File: config.mk
export PLATFORM = sky130hd
export DESIGN_NAME = matmul_operand_fetch_mult
export DESIGN_NICKNAME = d
export VERILOG_FILES = /design/src/rtl/matmul_operand_fetch_mult.sv
export SDC_FILE = /design/constraint.sdc
export NUM_CORES = 2
export LEC_CHECK = 0
export CAP_MARGIN = 30
export CORE_ASPECT_RATIO = 0.9
export CORE_MARGIN = 3
export CORE_UTILIZATION = 65
export DETAILED_ROUTE_END_ITERATION = 6
export PLACE_DENSITY = 0.84
export SLEW_MARGIN = 5
export SYNTH_ARGS = -nofsm -noshare
export SYNTH_HDL_FRONTEND = slang
export SYNTH_SLANG_ARGS = --single-unit
File: constraint.sdc
create_clock -name clk -period 1.7 [get_ports clk]
set_input_delay 0.255 -clock clk [delete_from_list [all_inputs] [get_ports clk]]
set_output_delay 0.255 -clock clk [all_outputs]
set_load 0.01 [all_outputs]
File: src/rtl/matmul_operand_fetch_mult.sv
// Operand fetch and multiply stage: walks A and B in row-of-C order (k innermost),
// issues one read pair per cycle and emits a registered full-width product with aligned indices.
module matmul_operand_fetch_mult #(
    parameter int M                      = 4,
    parameter int K                      = 4,
    parameter int N                      = 4,
    parameter int DATA_WIDTH_INIT_MATRIX = 32
) (
    input  logic                                  clk,
    input  logic                                  resetn,
    input  logic                                  start,
    output logic                                  busy,
    output logic                                  done,
    output logic                                  matrix_a_re,
    output logic [$clog2(M)-1:0]                  matrix_a_row_addr,
    output logic [$clog2(K)-1:0]                  matrix_a_col_addr,
    input  logic [DATA_WIDTH_INIT_MATRIX-1:0]     data_in_a,
    output logic                                  matrix_b_re,
    output logic [$clog2(K)-1:0]                  matrix_b_row_addr,
    output logic [$clog2(N)-1:0]                  matrix_b_col_addr,
    input  logic [DATA_WIDTH_INIT_MATRIX-1:0]     data_in_b,
    output logic [2*DATA_WIDTH_INIT_MATRIX-1:0]   product_reg,
    output logic [$clog2(K)-1:0]                  matrix_a_col_addr_counter_reg,
    output logic [$clog2(M)-1:0]                  matrix_a_row_addr_counter_reg,
    output logic [$clog2(N)-1:0]                  matrix_b_col_addr_counter_reg,
    output logic [$clog2(K)-1:0]                  matrix_b_row_addr_counter_reg,
    output logic                                  mult_done_reg
);

    localparam int W  = DATA_WIDTH_INIT_MATRIX;
    localparam int MW = $clog2(M);
    localparam int KW = $clog2(K);
    localparam int NW = $clog2(N);

    localparam logic [MW-1:0] I_LAST = MW'(M - 1);
    localparam logic [KW-1:0] K_LAST = KW'(K - 1);
    localparam logic [NW-1:0] J_LAST = NW'(N - 1);

    typedef enum logic [1:0] {IDLE, RUN, DRAIN, DONE} state_t;

    state_t        state;
    state_t        state_nxt;
    logic          issue;
    logic          last_issue;
    logic          drain_cnt;
    logic [MW-1:0] i_cnt;
    logic [NW-1:0] j_cnt;
    logic [KW-1:0] k_cnt;

    logic          vld_p1;
    logic [MW-1:0] i_p1;
    logic [NW-1:0] j_p1;
    logic [KW-1:0] k_p1;

    function automatic logic [2*W-1:0] mul_full(input logic [W-1:0] a, input logic [W-1:0] b);
        return {{W{1'b0}}, a} * {{W{1'b0}}, b};
    endfunction

    assign last_issue = (i_cnt == I_LAST) && (j_cnt == J_LAST) && (k_cnt == K_LAST);

    always_ff @(posedge clk or negedge resetn) begin
        if (!resetn) begin
            state <= IDLE;
        end else begin
            state <= state_nxt;
        end
    end

    always_comb begin
        state_nxt = state;
        case (state)
            IDLE:    if (start) state_nxt = RUN;
            RUN:     if (last_issue) state_nxt = DRAIN;
            DRAIN:   if (drain_cnt) state_nxt = DONE;
            DONE:    state_nxt = IDLE;
            default: state_nxt = IDLE;
        endcase
    end

    always_comb begin
        busy  = (state != IDLE);
        done  = (state == DONE);
        issue = (state == RUN);
    end

    always_ff @(posedge clk or negedge resetn) begin
        if (!resetn) begin
            drain_cnt <= 1'b0;
        end else if (state == DRAIN) begin
            drain_cnt <= ~drain_cnt;
        end else begin
            drain_cnt <= 1'b0;
        end
    end

    // Stage 0: issue counters double as the read addresses (wrap at M-1/N-1/K-1, not 2^w-1)
    always_ff @(posedge clk or negedge resetn) begin
        if (!resetn) begin
            i_cnt <= '0;
            j_cnt <= '0;
            k_cnt <= '0;
        end else if (issue) begin
            k_cnt <= (k_cnt == K_LAST) ? '0 : k_cnt + 1'b1;
            if (k_cnt == K_LAST) begin
                j_cnt <= (j_cnt == J_LAST) ? '0 : j_cnt + 1'b1;
                if (j_cnt == J_LAST) begin
                    i_cnt <= (i_cnt == I_LAST) ? '0 : i_cnt + 1'b1;
                end
            end
        end else begin
            i_cnt <= '0;
            j_cnt <= '0;
            k_cnt <= '0;
        end
    end

    assign matrix_a_re       = issue;
    assign matrix_b_re       = issue;
    assign matrix_a_row_addr = i_cnt;
    assign matrix_a_col_addr = k_cnt;
    assign matrix_b_row_addr = k_cnt;
    assign matrix_b_col_addr = j_cnt;

    // Stage 1: memory is returning data; indices and valid wait alongside it
    always_ff @(posedge clk or negedge resetn) begin
        if (!resetn) begin
            vld_p1 <= 1'b0;
            i_p1   <= '0;
            j_p1   <= '0;
            k_p1   <= '0;
        end else begin
            vld_p1 <= issue;
            i_p1   <= i_cnt;
            j_p1   <= j_cnt;
            k_p1   <= k_cnt;
        end
    end

    // Stage 2: registered product and aligned indices; hold last values when not valid
    always_ff @(posedge clk or negedge resetn) begin
        if (!resetn) begin
            mult_done_reg                 <= 1'b0;
            product_reg                   <= '0;
            matrix_a_row_addr_counter_reg <= '0;
            matrix_a_col_addr_counter_reg <= '0;
            matrix_b_row_addr_counter_reg <= '0;
            matrix_b_col_addr_counter_reg <= '0;
        end else begin
            mult_done_reg <= vld_p1;
            if (vld_p1) begin
                product_reg                   <= mul_full(data_in_a, data_in_b);
                matrix_a_row_addr_counter_reg <= i_p1;
                matrix_a_col_addr_counter_reg <= k_p1;
                matrix_b_row_addr_counter_reg <= k_p1;
                matrix_b_col_addr_counter_reg <= j_p1;
            end
        end
    end

endmodule

==> results of run 1 <==
==> repair_timing <==
item,CTS
resized for setup,664
setup buffers,104
endpoints found under the setup margin,66
endpoints found under the hold margin,87
hold buffers,1
gates cloned,37
pin swaps,264
==> cell families after synthesis <==
logic type | synth area share
buf+inv | 0.112
compound gates | 0.0459
flops | 0.0591
fa+ha+maj | 0.579
xor+xnor | 0.0121
mux | 0.0169
simple gates | 0.176
==> through the flow <==
step                setup slack [ns]  instance area [µm²]  setup TNS [ns]  std cells
global placement               -5.82                43500         -319.44       5099
CTS                            -5.20                47100         -280.49       5250
detailed placement             -5.95                43500         -323.60       5099
floorplan                      -4.92                38100         -252.83       3954
==> layer usage <==
metal / GRT overflow / GRT usage
met4: 44 / 0.765
met2: 38 / 0.891
met1: 11 / 0.742
met5: 1 / 0.536
met3: 7 / 0.694
==> cell usage after synthesis (all sizes together) (5+ instances only) <==
library cell | number | area, µm²
a211o | 5 | 43.8
a211oi | 9 | 67.6
a21boi | 6 | 56.3
a21o | 25 | 196
a21oi | 83 | 423
a31oi | 9 | 77.6
and2 | 604 | 3780
and3 | 8 | 55.1
and4 | 6 | 52.6
buf | 17 | 96.3
clkbuf | 206 | 774
dfrtp | 87 | 2180
fa | 896 | 17900
ha | 271 | 3390
inv | 867 | 3250
mux2 | 50 | 563
mux2i | 6 | 60.1
nand2 | 501 | 1880
nand3 | 18 | 90.1
nand4 | 13 | 81.3
nor2 | 51 | 194
nor2b | 11 | 71.3
nor3 | 14 | 75.1
o211ai | 6 | 50.1
o21a | 6 | 45.0
o21ai | 61 | 309
o21bai | 10 | 75.1
o31ai | 7 | 66.3
xnor2 | 38 | 333
xor2 | 13 | 114
==> results.md, run 1 <==
- Clock sink count: 87
- Log Error: [ERROR GRT-0232] Routing congestion too high. Check the congestion heatmap in the GUI.
- Total track usage: 0.771
- Failing step: global routing (5_1_grt)
- Die Wd: approximately 260 µm
- Post-Syn Nets: roughly 5.2k
- Maximum number of pins on one net before global-route repair: 88
- Part of the Yosys area used for sequential elements: 0.0591
- Buffer levels on the longest clock path: 2
- Number of distinct standard cells referenced by the synthesized netlist: 81
- Initial core utilization: 0.659
- Run status: did not finish
- Aggregate global routing overflow: 101
- Post-GRT worst EP: product_reg[60]$_DFFE_PN0P_/D
- Number of H-tree branching levels: 3
- Classification of the worst endpoint: sequential cell input
- Estimated wirelength of the detail-placed design: 88.0 mm
- Boundary pin count: 152
- Mean cell area of the mapped netlist: 9.32 µm²
- Row cnt: about 80
- Inserted Clock Buffers: 9
- Predominant post-synthesis flop cell: sky130_fd_sc_hd__dfrtp_1
- Synth Register Bits: 87
- Clock root buffer: sky130_fd_sc_hd__clkbuf_16
- Chip Height: 232 µm
- Number of instances in the synthesized netlist: 3954
- Total of warnings raised by yosys: 0
- Port Buffer Count: roughly 150
- Number of synthesized flops with an enable pin: 0
- Async set-or-reset flop fraction in the synthesized netlist: 1.00
- Placer congestion estimate: 0.953
- Netlist area before placement: 36900 µm²
- Antenna violations before repair: 34
==> inputs of run 2 (changes only) <==
--- a/config.mk
+++ b/config.mk
@@ -6,11 +6,10 @@
 export NUM_CORES = 2
 export LEC_CHECK = 0
 export CAP_MARGIN = 30
-export CORE_ASPECT_RATIO = 0.9
 export CORE_MARGIN = 3
-export CORE_UTILIZATION = 65
+export CORE_UTILIZATION = 40
 export DETAILED_ROUTE_END_ITERATION = 6
-export PLACE_DENSITY = 0.84
+export PLACE_DENSITY_LB_ADDON = 0.15
 export SLEW_MARGIN = 5
 export SYNTH_ARGS = -nofsm -noshare
 export SYNTH_HDL_FRONTEND = slang
==> results.md, run 2 <==
- Run status: finished, violations left (was did not finish)
- Violations in the final reports: setup timing
- Aggregate global routing overflow: 0
- Total of warnings raised by yosys: 0 (unchanged)
- Synth Register Bits: 87 (unchanged)
- Share of the synthesized netlist area taken by xor and xnor gates: 0.0121 (unchanged)
- Boundary pin count: 152 (unchanged)
- Clock sink count: 87 (unchanged)
- Cell with the largest stage delay on the worst path: sky130_fd_sc_hd__fa_1
- Cell with the most instances after synthesis: sky130_fd_sc_hd__fa_1 (unchanged)
- Vias in the first global route: 31.6k
- Average wire per cell in the routed design: 20.4 µm
- Post-Syn Nets: 5188 (unchanged)
- Full die area: 95800 µm²
- Min Tclk post-route: 7.00 ns
- Net count of the finished layout: 5856
- Maximum number of pins on one net before global-route repair: 32
- TritonCTS clock tree: yes
- Top post-synthesis cells by area: sky130_fd_sc_hd__fa_1 49%, sky130_fd_sc_hd__and2_1 10%, sky130_fd_sc_hd__ha_1 9.2% (unchanged)
- DRC violations left: 0
- Largest fanout on the critical path: 6
- Tightest slew margin relative to the limit: 0.681
- Clock root buffer: sky130_fd_sc_hd__clkbuf_16 (unchanged)
- Initial core utilization: 0.406 (was 0.659)
- Area share of and/or/nand/nor cells after synthesis: 0.176 (unchanged)
- Die Wd: 310 µm (was 257 µm)
- Estimated wirelength of the detail-placed design: 91.5 mm (was 88.0 mm)
- Clock tree skew after final layout: 0.00420 ns
- CTS clk-pin slew, worst paths: ~0.070 ns
- Total buffers and inverters traversed by the critical path: 7
- Layout overhead on the synthesized area: 35.9%
- Number of instances in the synthesized netlist: 3954 (unchanged)
- Worst-case register-to-register setup slack: 0.05 ns
- Number of distinct standard cells referenced by the synthesized netlist: 81 (unchanged)
- Part of the Yosys area used for sequential elements: 0.0591 (unchanged)
- Largest register FFs: 64
- Setup crit end kind: register
- Synthesized-area fraction occupied by adder cells: 0.579 (unchanged)
- Number of routed nets with antenna violations: 0
- Port Buffer Count: 151 (unchanged)
- First-pass GRT wire length: roughly 190 mm
- Worst setup slack after layout: -5.30 ns
- Hold Fails Final Rpt: 0
- Top library cells by usage in the layout, fill and taps aside: 799 x sky130_fd_sc_hd__inv_1, 789 x sky130_fd_sc_hd__fa_1, 503 x sky130_fd_sc_hd__and2_1
- Mean cell area of the mapped netlist: 9.32 µm² (unchanged)
- Most area-hungry cell type in the Yosys netlist: sky130_fd_sc_hd__fa_1 (unchanged)
- Final TNS setup: -282.90 ns
- Leading cell type in the layout, fill and taps excluded: sky130_fd_sc_hd__inv_1
- Row cnt: 110 (was 82)
- Detailed router's first-iteration violation count: between 1.5k and 2k
- Transition at the pin with the smallest max-transition slack: 0.479 ns
- Number of H-tree branching levels: 3 (unchanged)
- Antenna violations before repair: 4
- Class of the most critical setup path: in2reg
- Worst path required time: 1.94 ns
- Crit path max-delay family: adder cells
- Multiplexer fraction of the synthesized cell area: 0.0169 (unchanged)
- Number of synthesized flops with an enable pin: 0 (unchanged)
- Fraction of post-synthesis cell area in the top cell type by area: 0.487 (unchanged)
- Core area: 90700 µm²
- Fin. max-slew vios: 0
- Total track usage: 0.258
- Combinational family with the most area after synthesis: adder cells (unchanged)
- Final Cycle Share: 4.12
- Vias per cell: 4.95
- Final wirelength: 119 mm
- Unrepaired setup endpoints after global routing: yes
- Category of the worst setup path launch point: primary input
- Predominant post-synthesis flop cell: sky130_fd_sc_hd__dfrtp_1 (unchanged)
- Netlist area before placement: 36900 µm² (unchanged)
- Synth top cells by count: 896 x sky130_fd_sc_hd__fa_1, 867 x sky130_fd_sc_hd__inv_1, 603 x sky130_fd_sc_hd__and2_1 (unchanged)
- Synth Area in Compound Gates: 0.0459 (unchanged)
- First-pass DRT Iterations: 5
- Largest stage delay, worst path: roughly 0.56 ns
- Worst-skew pair later-pin latency: 0.36 ns
- Async set-or-reset flop fraction in the synthesized netlist: 1.00 (unchanged)
- Most common cell on crit path: sky130_fd_sc_hd__fa_1
- Worst hold-check path type: in2async
- Total number of vias: 28.7k
- Maximum Capacitance Violations: 0
- Max Freq: 143 MHz
- Final setup fails: 62
- Placer congestion estimate: 0.867 (was 0.953)
- Data arrival time of the critical path: 7.25 ns
- Layout cell share with drive strength beyond 1: 0.304
- Chip Height: 310 µm (was 232 µm)
- Inserted Clock Buffers: 9 (unchanged)
- Buffer levels on the longest clock path: 2 (unchanged)
-- run 2: cell counts after synthesis --
No cell type changed its count.
-- run 2: final timing paths --
path	from	endpoint	depth (start not counted)
min in group clk	drain_cnt	drain_cnt	1
min reg2reg	drain_cnt	drain_cnt	1
min	resetn	product_reg[43]	2
max	data_in_b[2]	product_reg[50]	25
max in group asynchronous	resetn	product_reg[13]	3
max reg2reg	vld_p1	product_reg[63]	5
-- run 2: metrics by stage --
stage	instances	utilization	cell area [µm²]	hold slack (ns)	worst slack [ns]
detailed placement	5561	0.492	44700	0.230	-6.02
global route	5804	0.553	50100	0.446	-5.46
floorplan	3954	-	38100	-0.0406	-4.92
finish	5804	0.553	50100	0.408	-5.30
global placement	5561	0.492	44700	0.231	-6.02
CTS	5783	0.545	49400	0.419	-5.26
-- run 2: final cells by class --
| type | instances | area (µm²) |
|---|---|---|
| multi-input cells | 2777 | 33500 |
| flip-flops and latches | 87 | 2180 |
| inverters | 867 | 3260 |
| clock buffers | 11 | 253 |
| repair buffers | 880 | 9420 |
| well taps | 1176 | 1470 |
| clock inverters | 5 | 63.8 |
| fillers | 8009 | 40600 |
| diodes | 1 | 2.50 |
-- run 2: cells by family after synthesis --
kind of cell	count (synthesis)
and+or+nand+nor	1250
adders and majority gates	1167
buffers and inverters	1090
AOI/OAI and AO/OA	253
DFF	87
muxes	56
xor gates and xnor gates	51
-- run 2: layer usage --
layer  part of all wire  up-vias  GRT usage
met1               0.44    14900      0.367
met4              0.028        2     0.0649
met5           0.000059        -          0
met3              0.062      125     0.0395
li1                   -    12900          -
met2               0.47      804      0.413
-- run 2: timing repair --
action,4_1_cts,5_1_grt
buffers inserted,178,34
setup endpoints to repair,67,65
endpoints found under the hold margin,27,0
gates resized for setup,772,217
hold buffers,1,0
pin swaps,350,169
gates cloned,32,1
Power of run 2 is not shown: default switching activity piles up to over one toggle a cycle in this logic, so the estimate is an artifact.
